`src/rtl/aes_dec_pkg.sv`:
```
// Shared types, constants and GF(2^8) helpers for the AES-256 decryption datapath.
package aes_dec_pkg;

  typedef logic [15:0][7:0] state_t;
  typedef logic [3:0]       round_t;

  // Number of AES-256 rounds; also the highest valid round index.
  localparam int NR = 14;

  // Round-key stage controller states.
  typedef enum logic [1:0] {
    ST_IDLE = 2'd0,
    ST_KEY  = 2'd1,
    ST_OUT  = 2'd2
  } fsm_t;

  // Multiply by x in GF(2^8), reducing by 0x11b.
  function automatic logic [7:0] xtime(input logic [7:0] a);
    return {a[6:0], 1'b0} ^ (a[7] ? 8'h1b : 8'h00);
  endfunction

  // General GF(2^8) multiply by shift-and-add over the bits of b.
  function automatic logic [7:0] gmul(input logic [7:0] a, input logic [7:0] b);
    logic [7:0] p;
    logic [7:0] aa;
    p  = 8'h00;
    aa = a;
    for (int i = 0; i < 8; i++) begin
      if (b[i]) p = p ^ aa;
      aa = xtime(aa);
    end
    return p;
  endfunction

endpackage

```
`src/rtl/aes_inv_mixcolumn.sv`:
```
// InvMixColumns on a single 32-bit column; byte 0 (bits [7:0]) is row 0.
module aes_inv_mixcolumn
  import aes_dec_pkg::*;
(
  input  logic [31:0] col_i,
  output logic [31:0] col_o
);

  logic [7:0] b0, b1, b2, b3;

  assign b0 = col_i[7:0];
  assign b1 = col_i[15:8];
  assign b2 = col_i[23:16];
  assign b3 = col_i[31:24];

  // Circulant matrix {0e,0b,0d,09} applied to the column.
  always_comb begin
    col_o[7:0]   = gmul(b0, 8'h0e) ^ gmul(b1, 8'h0b) ^ gmul(b2, 8'h0d) ^ gmul(b3, 8'h09);
    col_o[15:8]  = gmul(b0, 8'h09) ^ gmul(b1, 8'h0e) ^ gmul(b2, 8'h0b) ^ gmul(b3, 8'h0d);
    col_o[23:16] = gmul(b0, 8'h0d) ^ gmul(b1, 8'h09) ^ gmul(b2, 8'h0e) ^ gmul(b3, 8'h0b);
    col_o[31:24] = gmul(b0, 8'h0b) ^ gmul(b1, 8'h0d) ^ gmul(b2, 8'h09) ^ gmul(b3, 8'h0e);
  end

endmodule

```
`src/rtl/aes_dec_addkey_invmix.sv`:
```
// Decryption round-key stage: fetches the round key, XORs it into the state and,
// for middle rounds, applies InvMixColumns.
// Build option: define AES_DEC_INVMIX_EN to include InvMixColumns for rounds 1..NR-1;
// left undefined the stage is a pure AddRoundKey and a later stage does InvMix.
module aes_dec_addkey_invmix
  import aes_dec_pkg::*;
(
  input  logic         clk,
  input  logic         resetn,
  input  logic         in_valid,
  output logic         in_ready,
  input  logic [127:0] in_state,
  input  logic [3:0]   in_round,
  output logic         key_req,
  output logic [3:0]   key_idx,
  input  logic         key_ack,
  input  logic [127:0] key_data,
  output logic         out_valid,
  input  logic         out_ready,
  output logic [127:0] out_state,
  output logic [3:0]   out_round,
  output logic         out_err
);

  fsm_t   fsm_q, fsm_d;
  state_t data_q, data_d;
  round_t round_q, round_d;
  logic   err_q, err_d;

  logic [127:0] keyed;
  logic [127:0] result;

  assign keyed = data_q ^ key_data;

`ifdef AES_DEC_INVMIX_EN
  logic [127:0] mixed;
  logic         use_mix;

  assign use_mix = (round_q != 4'd0) && (round_q < round_t'(NR));

  for (genvar c = 0; c < 4; c++) begin : g_col
    aes_inv_mixcolumn u_col (
      .col_i (keyed[32*c +: 32]),
      .col_o (mixed[32*c +: 32])
    );
  end

  assign result = use_mix ? mixed : keyed;
`else
  assign result = keyed;
`endif

  // State, latched block and status registers; reset drops any pending request.
  always_ff @(posedge clk or negedge resetn) begin
    if (!resetn) begin
      fsm_q   <= ST_IDLE;
      data_q  <= '0;
      round_q <= '0;
      err_q   <= 1'b0;
    end else begin
      fsm_q   <= fsm_d;
      data_q  <= data_d;
      round_q <= round_d;
      err_q   <= err_d;
    end
  end

  // Next-state: accept in IDLE, wait for the key in KEY, hold the result in OUT.
  always_comb begin
    fsm_d   = fsm_q;
    data_d  = data_q;
    round_d = round_q;
    err_d   = err_q;
    case (fsm_q)
      ST_IDLE: begin
        if (in_valid) begin
          data_d  = in_state;
          round_d = in_round;
          err_d   = (in_round > round_t'(NR));
          fsm_d   = (in_round > round_t'(NR)) ? ST_OUT : ST_KEY;
        end
      end
      ST_KEY: begin
        if (key_ack) begin
          data_d = result;
          fsm_d  = ST_OUT;
        end
      end
      ST_OUT: begin
        if (out_ready) fsm_d = ST_IDLE;
      end
      default: fsm_d = ST_IDLE;
    endcase
  end

  // Handshake outputs decode directly from the state; in_ready stays low while in reset.
  always_comb begin
    in_ready  = resetn && (fsm_q == ST_IDLE);
    key_req   = (fsm_q == ST_KEY);
    out_valid = (fsm_q == ST_OUT);
  end

  assign key_idx   = round_q;
  assign out_state = data_q;
  assign out_round = round_q;
  assign out_err   = err_q;

endmodule
```
`config.mk`:
```
export PLATFORM = sky130hd
export DESIGN_NAME = aes_dec_addkey_invmix
export DESIGN_NICKNAME = d
export VERILOG_FILES = /design/src/rtl/aes_dec_pkg.sv /design/src/rtl/aes_inv_mixcolumn.sv /design/src/rtl/aes_dec_addkey_invmix.sv
export SDC_FILE = /design/constraint.sdc
export NUM_CORES = 1
export LEC_CHECK = 0
export CORE_AREA = 3 3 155 157
export DETAILED_ROUTE_END_ITERATION = 10
export DIE_AREA = 0 0 158 160
export DONT_BUFFER_PORTS = 1
export PLACE_DENSITY = 0.53
export RECOVER_POWER = 25
export SLEW_MARGIN = 10
export SYNTH_ARGS = -nofsm -noshare
export SYNTH_HDL_FRONTEND = slang
export SYNTH_SLANG_ARGS = --single-unit
```
`constraint.sdc`:
```
create_clock -name clk -period 1.7 [get_ports clk]
set_clock_uncertainty 0.15 [all_clocks]
set_input_delay 0.34 -clock clk [delete_from_list [all_inputs] [get_ports clk]]
set_output_delay 0.34 -clock clk [all_outputs]
set_load 0.1 [all_outputs]
```
==> reports/qor.txt, run 1 <==
Synth top area share -> 0.4324
worst r2r src -> fsm_q[0]
vias in the first global route -> 8,038
Final GP Congestion -> 0.8007
crit end category -> flop
Port Buffers -> 0
hpwl dp -> 18,360 microns
startpoint class of the critical path -> flop
P&R area growth vs syn -> 88.82%
outcome -> finished, violations left
RSZ-0062 raised after global routing -> true
Finished Cell Area -> 14,750 sq um
CTS tree -> built
Ports -> 405
slowest CP cell -> dfrtp_4
Clock Tree Buf Depth -> 2
post-route ant nets -> 0
YS warnings -> 0
Initial Util -> 0.3451
Die X -> 158 microns
Num CTS Buffers -> 17
post-route setup slack -> -0.2712 ns
type of the worst min-delay path -> in2async
Worst Path Buf+Inv -> 5
clock sinks -> 135
drt wl/cell -> 25.21 microns
synth unique cells -> 26
largest net degree at the start of global routing -> 137
Final Hold Vio Count -> 141
vias per cell -> 6.026
H-tree Lvls -> 4
Total Wirelength -> 38,520 microns
r2r setup slk -> -0.27 ns
Syn Std Cell Area -> 7812 sq um
Final Util -> 0.6516
TritonRoute pass-1 iters -> 5
Avg Inst Size Synth -> 8.778 sq um
Max Slew Vio Count -> 0
Syn Inst Count -> 890
vias -> 9,207
worst path required time -> 1.88 ns
endpoints failing setup -> 132
minimum clock period -> 1.971 ns
CP top delay family -> buffers and inverters
slowest stage delay, CP -> 0.49 ns
grt total ovfl -> 0
Reg-to-Reg End -> out_state[22]
first-pass GRT wire length -> 44,210 microns
worst-case reg-to-reg path depth -> 8
CTS clk-pin slew, worst paths -> 0.07 ns
# DRC -> 0
f_max -> 507.3 MHz
Critical Setup Path Class -> reg2reg
pre-CTS WS -> 0.02588 ns
layout cells sized above 1 -> 0.3478
Synth Net Count -> 1,155
worst-skew pair later-pin latency -> 0.41 ns
Die Ht -> 160 microns
Synth area leaders -> dfrtp_1 43%, a2bb2oi_1 14%, nor2b_1 10%
cell taking the most area after synthesis -> dfrtp_1
CTS root buf -> clkbuf_16
Worst Max-Slew Pin Slew -> 0.6945 ns
#FFs+latches synth -> 135
die area -> 25,280 sq um
crit-path cells -> buf_12 > buf_4 > buf_12 > buf_12 > clkbuf_16 > nor2b_1 > nor3_1 > a2bb2oi_1
max cap viols -> 0
core area -> 22,640 sq um
sequential-to-total area share from yosys stat -> 0.4324
DRT iter0 DRCs -> 872
worst rel slew slack -> 0.5370
most frequent CP cell -> buf_12
highest-count cells in the layout ignoring fill and taps -> 177 x dlygate4sd3_1, 129 x dfrtp_1, 120 x nand3_1
layout net count -> 1,494
CP Data Arrival Time -> 2.15 ns
Tot GR Track Use -> 0.2190
failing checks -> negative hold slack, negative setup slack
initial antenna violation count -> 1
hold slack -> -0.5387 ns
row cnt -> 55
DP Area -> 9789 sq um
fin crit share -> 1.160
commonest non-fill, non-tap cell in the layout -> dlygate4sd3_1
Crit Path Max Fanout -> 8
==> kinds of logic after synthesis <==
family | synth area share
buf+inv | 0.05221
mux | 0.009929
simple gates | 0.2716
flops | 0.4324
compound gates | 0.2338
==> routing by layer <==
layer,vias up,share of wire,GRT usage,wire [microns]
li1,4000,-,-,-
met1,4487,0.35,0.2666,13650
met2,604,0.51,0.3799,19750
met3,116,0.098,0.05854,3766
met4,0,0.035,0.06140,1359
met5,-,0,0,0
==> cell usage after synthesis <==
cell	instances
a21oi_1	6
a22o_1	1
a2bb2oi_1	127
a41oi_1	1
buf_2	29
buf_4	6
clkbuf_1	56
dfrtp_1	135
inv_1	2
mux2_2	4
mux2i_1	1
mux2i_4	1
nand2_1	9
nand2b_1	2
nand3_1	123
nand3b_1	1
nand4_1	1
nor2_1	4
nor2_2	1
nor2b_1	125
nor3_1	123
nor3b_1	2
nor3b_2	1
o21ai_0	123
o21bai_1	1
o22a_1	5
==> final cells by class <==
class	instances	area [sq um]
diodes	1	2.502
clock buffers	19	442.9
clock inverters	13	133.9
fillers	1587	7889
inverters	2	7.507
multi-input cells	662	5246
flip-flops and latches	135	3391
well taps	285	356.6
repair buffers	411	5171
==> flip-flops by register name (all words and copies together) (netlist names) <==
signal     cells
out_state    128
key_idx        4
fsm_q          2
out_err        1
==> worst reg2reg max path, cell delays in order, from the launching register on <==
cell and delay, ns:
dfrtp_4 0.49, buf_12 0.14, buf_4 0.16, buf_12 0.16, buf_12 0.13, clkbuf_16 0.15
nor2b_1 0.14, nor3_1 0.19, a2bb2oi_1 0.19
==> worst max-delay path by stage <==
stage	startpoint	to	slack, ns	cells after the start
detailed placement	fsm_q[0]	out_state[65]	0.03	5
global placement	fsm_q[0]	out_state[36]	0.04	5
finish	fsm_q[0]	out_state[22]	-0.27	8
CTS	fsm_q[0]	in_ready	-0.26	3
global route	fsm_q[0]	out_state[64]	-0.30	7
floorplan	fsm_q[1]	in_ready	-0.40	4
==> per-stage QoR <==
step	instances	hold WS [ns]	TNS [ns]
final	1528	-0.5387	-15.89
after global routing	1528	-0.5740	-23.50
after CTS	1450	-0.5635	-10.78
after detailed placement	1247	-0.1015	0
after global placement	1247	-0.1013	0
after floorplan	890	-0.1056	-1.322
==> what timing repair did <==
action	in CTS	in global routing
cloned	3	43
buffers inserted	8	17
gates resized for setup	26	295
pin swaps	7	72
hold buffers	160	17
setup endpoints to repair	4	133
hold endpoints to repair	259	152
Power of run 1 is left out: the tool's default activity adds up to more than one toggle a clock period on the data nets, which glitch-free logic cannot reach.
==> run 2: changes to the inputs <==
- clock period: 1.7 -> 1.8 ns (I/O delays scaled with it)
==> reports/qor.txt, run 2 (same netlist as run 1, synthesis figures left out) <==
outcome -> finished, violations left
failing checks -> negative hold slack, negative setup slack
TritonRoute pass-1 iters -> 5
first-pass GRT wire length -> 41,900 microns
Clock Tree Buf Depth -> 2
CTS hold repair buffers -> 112
minimum clock period -> 2.002 ns
Max Slew Vio Count -> 0
RSZ-0062 raised after global routing -> true
dpl cells -> 1,229
worst path required time -> 1.29 ns
vias per cell -> 5.774
Worst Max-Slew Pin Slew -> 0.8622 ns
worst rel slew slack -> 0.4252
layout cells sized above 1 -> 0.3803
vias in the first global route -> 7,790
Initial Util -> 0.3451
Final Util -> 0.5796
core area -> 22,640 sq um
Crit Path Max Fanout -> 6
DRT iter0 DRCs -> 527
post-route setup slack -> -0.2024 ns
endpoints failing setup -> 127
slowest stage delay, CP -> 0.53 ns
CTS clk-pin slew, worst paths -> 0.07 ns
Final GP Congestion -> 0.7810
P&R area growth vs syn -> 67.95%
CTS tree -> built
drt wl/cell -> 22.89 microns
Tot GR Track Use -> 0.2075
CP top delay family -> flip-flops
hold slack -> -0.5239 ns
fin crit share -> 1.112
Finished Cell Area -> 13,120 sq um
Die X -> 158 microns
largest net degree at the start of global routing -> 139
hpwl dp -> 17,850 microns
max cap viols -> 0
Port Buffers -> 0
CTS root buf -> clkbuf_16
worst-skew pair later-pin latency -> 0.41 ns
Total Wirelength -> 32,580 microns
vias -> 8,216
die area -> 25,280 sq um
grt total ovfl -> 0
startpoint class of the critical path -> flop
commonest non-fill, non-tap cell in the layout -> buf_4
Largest register FFs -> 128
highest-count cells in the layout ignoring fill and taps -> 129 x buf_4, 123 x nand3_1, 123 x o21ai_0
clock sinks -> 135
final cell count without fillers -> 1,423
Ports -> 405
f_max -> 499.4 MHz
Num CTS Buffers -> 17
Die Ht -> 160 microns
CP Data Arrival Time -> 1.49 ns
Critical Setup Path Class -> reg2out
layout net count -> 1,388
type of the worst min-delay path -> in2async
post-route ant nets -> 0
row cnt -> 55
# DRC -> 0
DP Area -> 9166 sq um
most frequent CP cell -> buf_12
H-tree Lvls -> 4
initial antenna violation count -> 2
Worst Path Buf+Inv -> 2
Final Hold Vio Count -> 135
slowest CP cell -> dfrtp_4
crit end category -> output pin
crit-path cells -> buf_12 > nor3b_4 > buf_12
-- run 2: changes by cell type in the layout (fill, tap and decap cells not counted), sizes merged --
cell and delta:
buf -35, bufinv +1, diode +1, dlygate4sd3 -65
clkinvlp +2, bufbuf +1, clkbuf -7, inv -3
-- run 2: area by class of cell --
type,instances,area [sq um]
Antenna cell,2,5.005
Clock buffer,19,432.9
Clock inverter,13,146.4
Fill cell,1840,9519
Inverter,2,7.507
Multi-Input combinational cell,662,5335
Sequential cell,135,3408
Tap cell,285,356.6
Timing Repair Buffer,305,3430
-- run 2: stage by stage --
stage / setup WS (ns) / TNS (ns)
finish: -0.2024 / -12.74
global route: -0.2503 / -20.05
CTS: -0.2176 / -17.64
detailed placement: 0.04159 / 0
global placement: 0.08297 / 0
floorplan: -0.3239 / -0.9821
-- run 2: per-layer routing --
layer	global-route usage	vias up	wire [microns]
met2	0.3618	372	16580
met5	0	-	0
li1	-	3757	-
met3	0.06829	54	2917
met1	0.2418	4033	12340
met4	0.05984	0	743
-- run 2: path summary, 6_finish.rpt --
kind | cells past startpoint | slack (ns) | startpoint | end
worst max-delay path | 3 | -0.20 | fsm_q[0] | in_ready
worst max register to register | 7 | -0.14 | fsm_q[0] | out_state[33]
worst min-delay path | 0 | -0.52 | resetn | out_state[27]
min in group clk | 3 | 0.02 | key_data[43] | out_state[43]
max in group asynchronous | 0 | 1.49 | resetn | fsm_q[0]
worst min register to register | 1 | 0.38 | out_state[57] | out_state[57]
-- run 2: what timing repair did --
action | 4_1_cts | 5_1_grt
setup endpoints to repair | 17 | 131
cloned | 2 | 31
setup buffers | 5 | 12
gates resized for setup | 20 | 248
hold endpoints to repair | 244 | 135
pin swaps | 1 | 32
Power of run 2 is left out for the same reason.
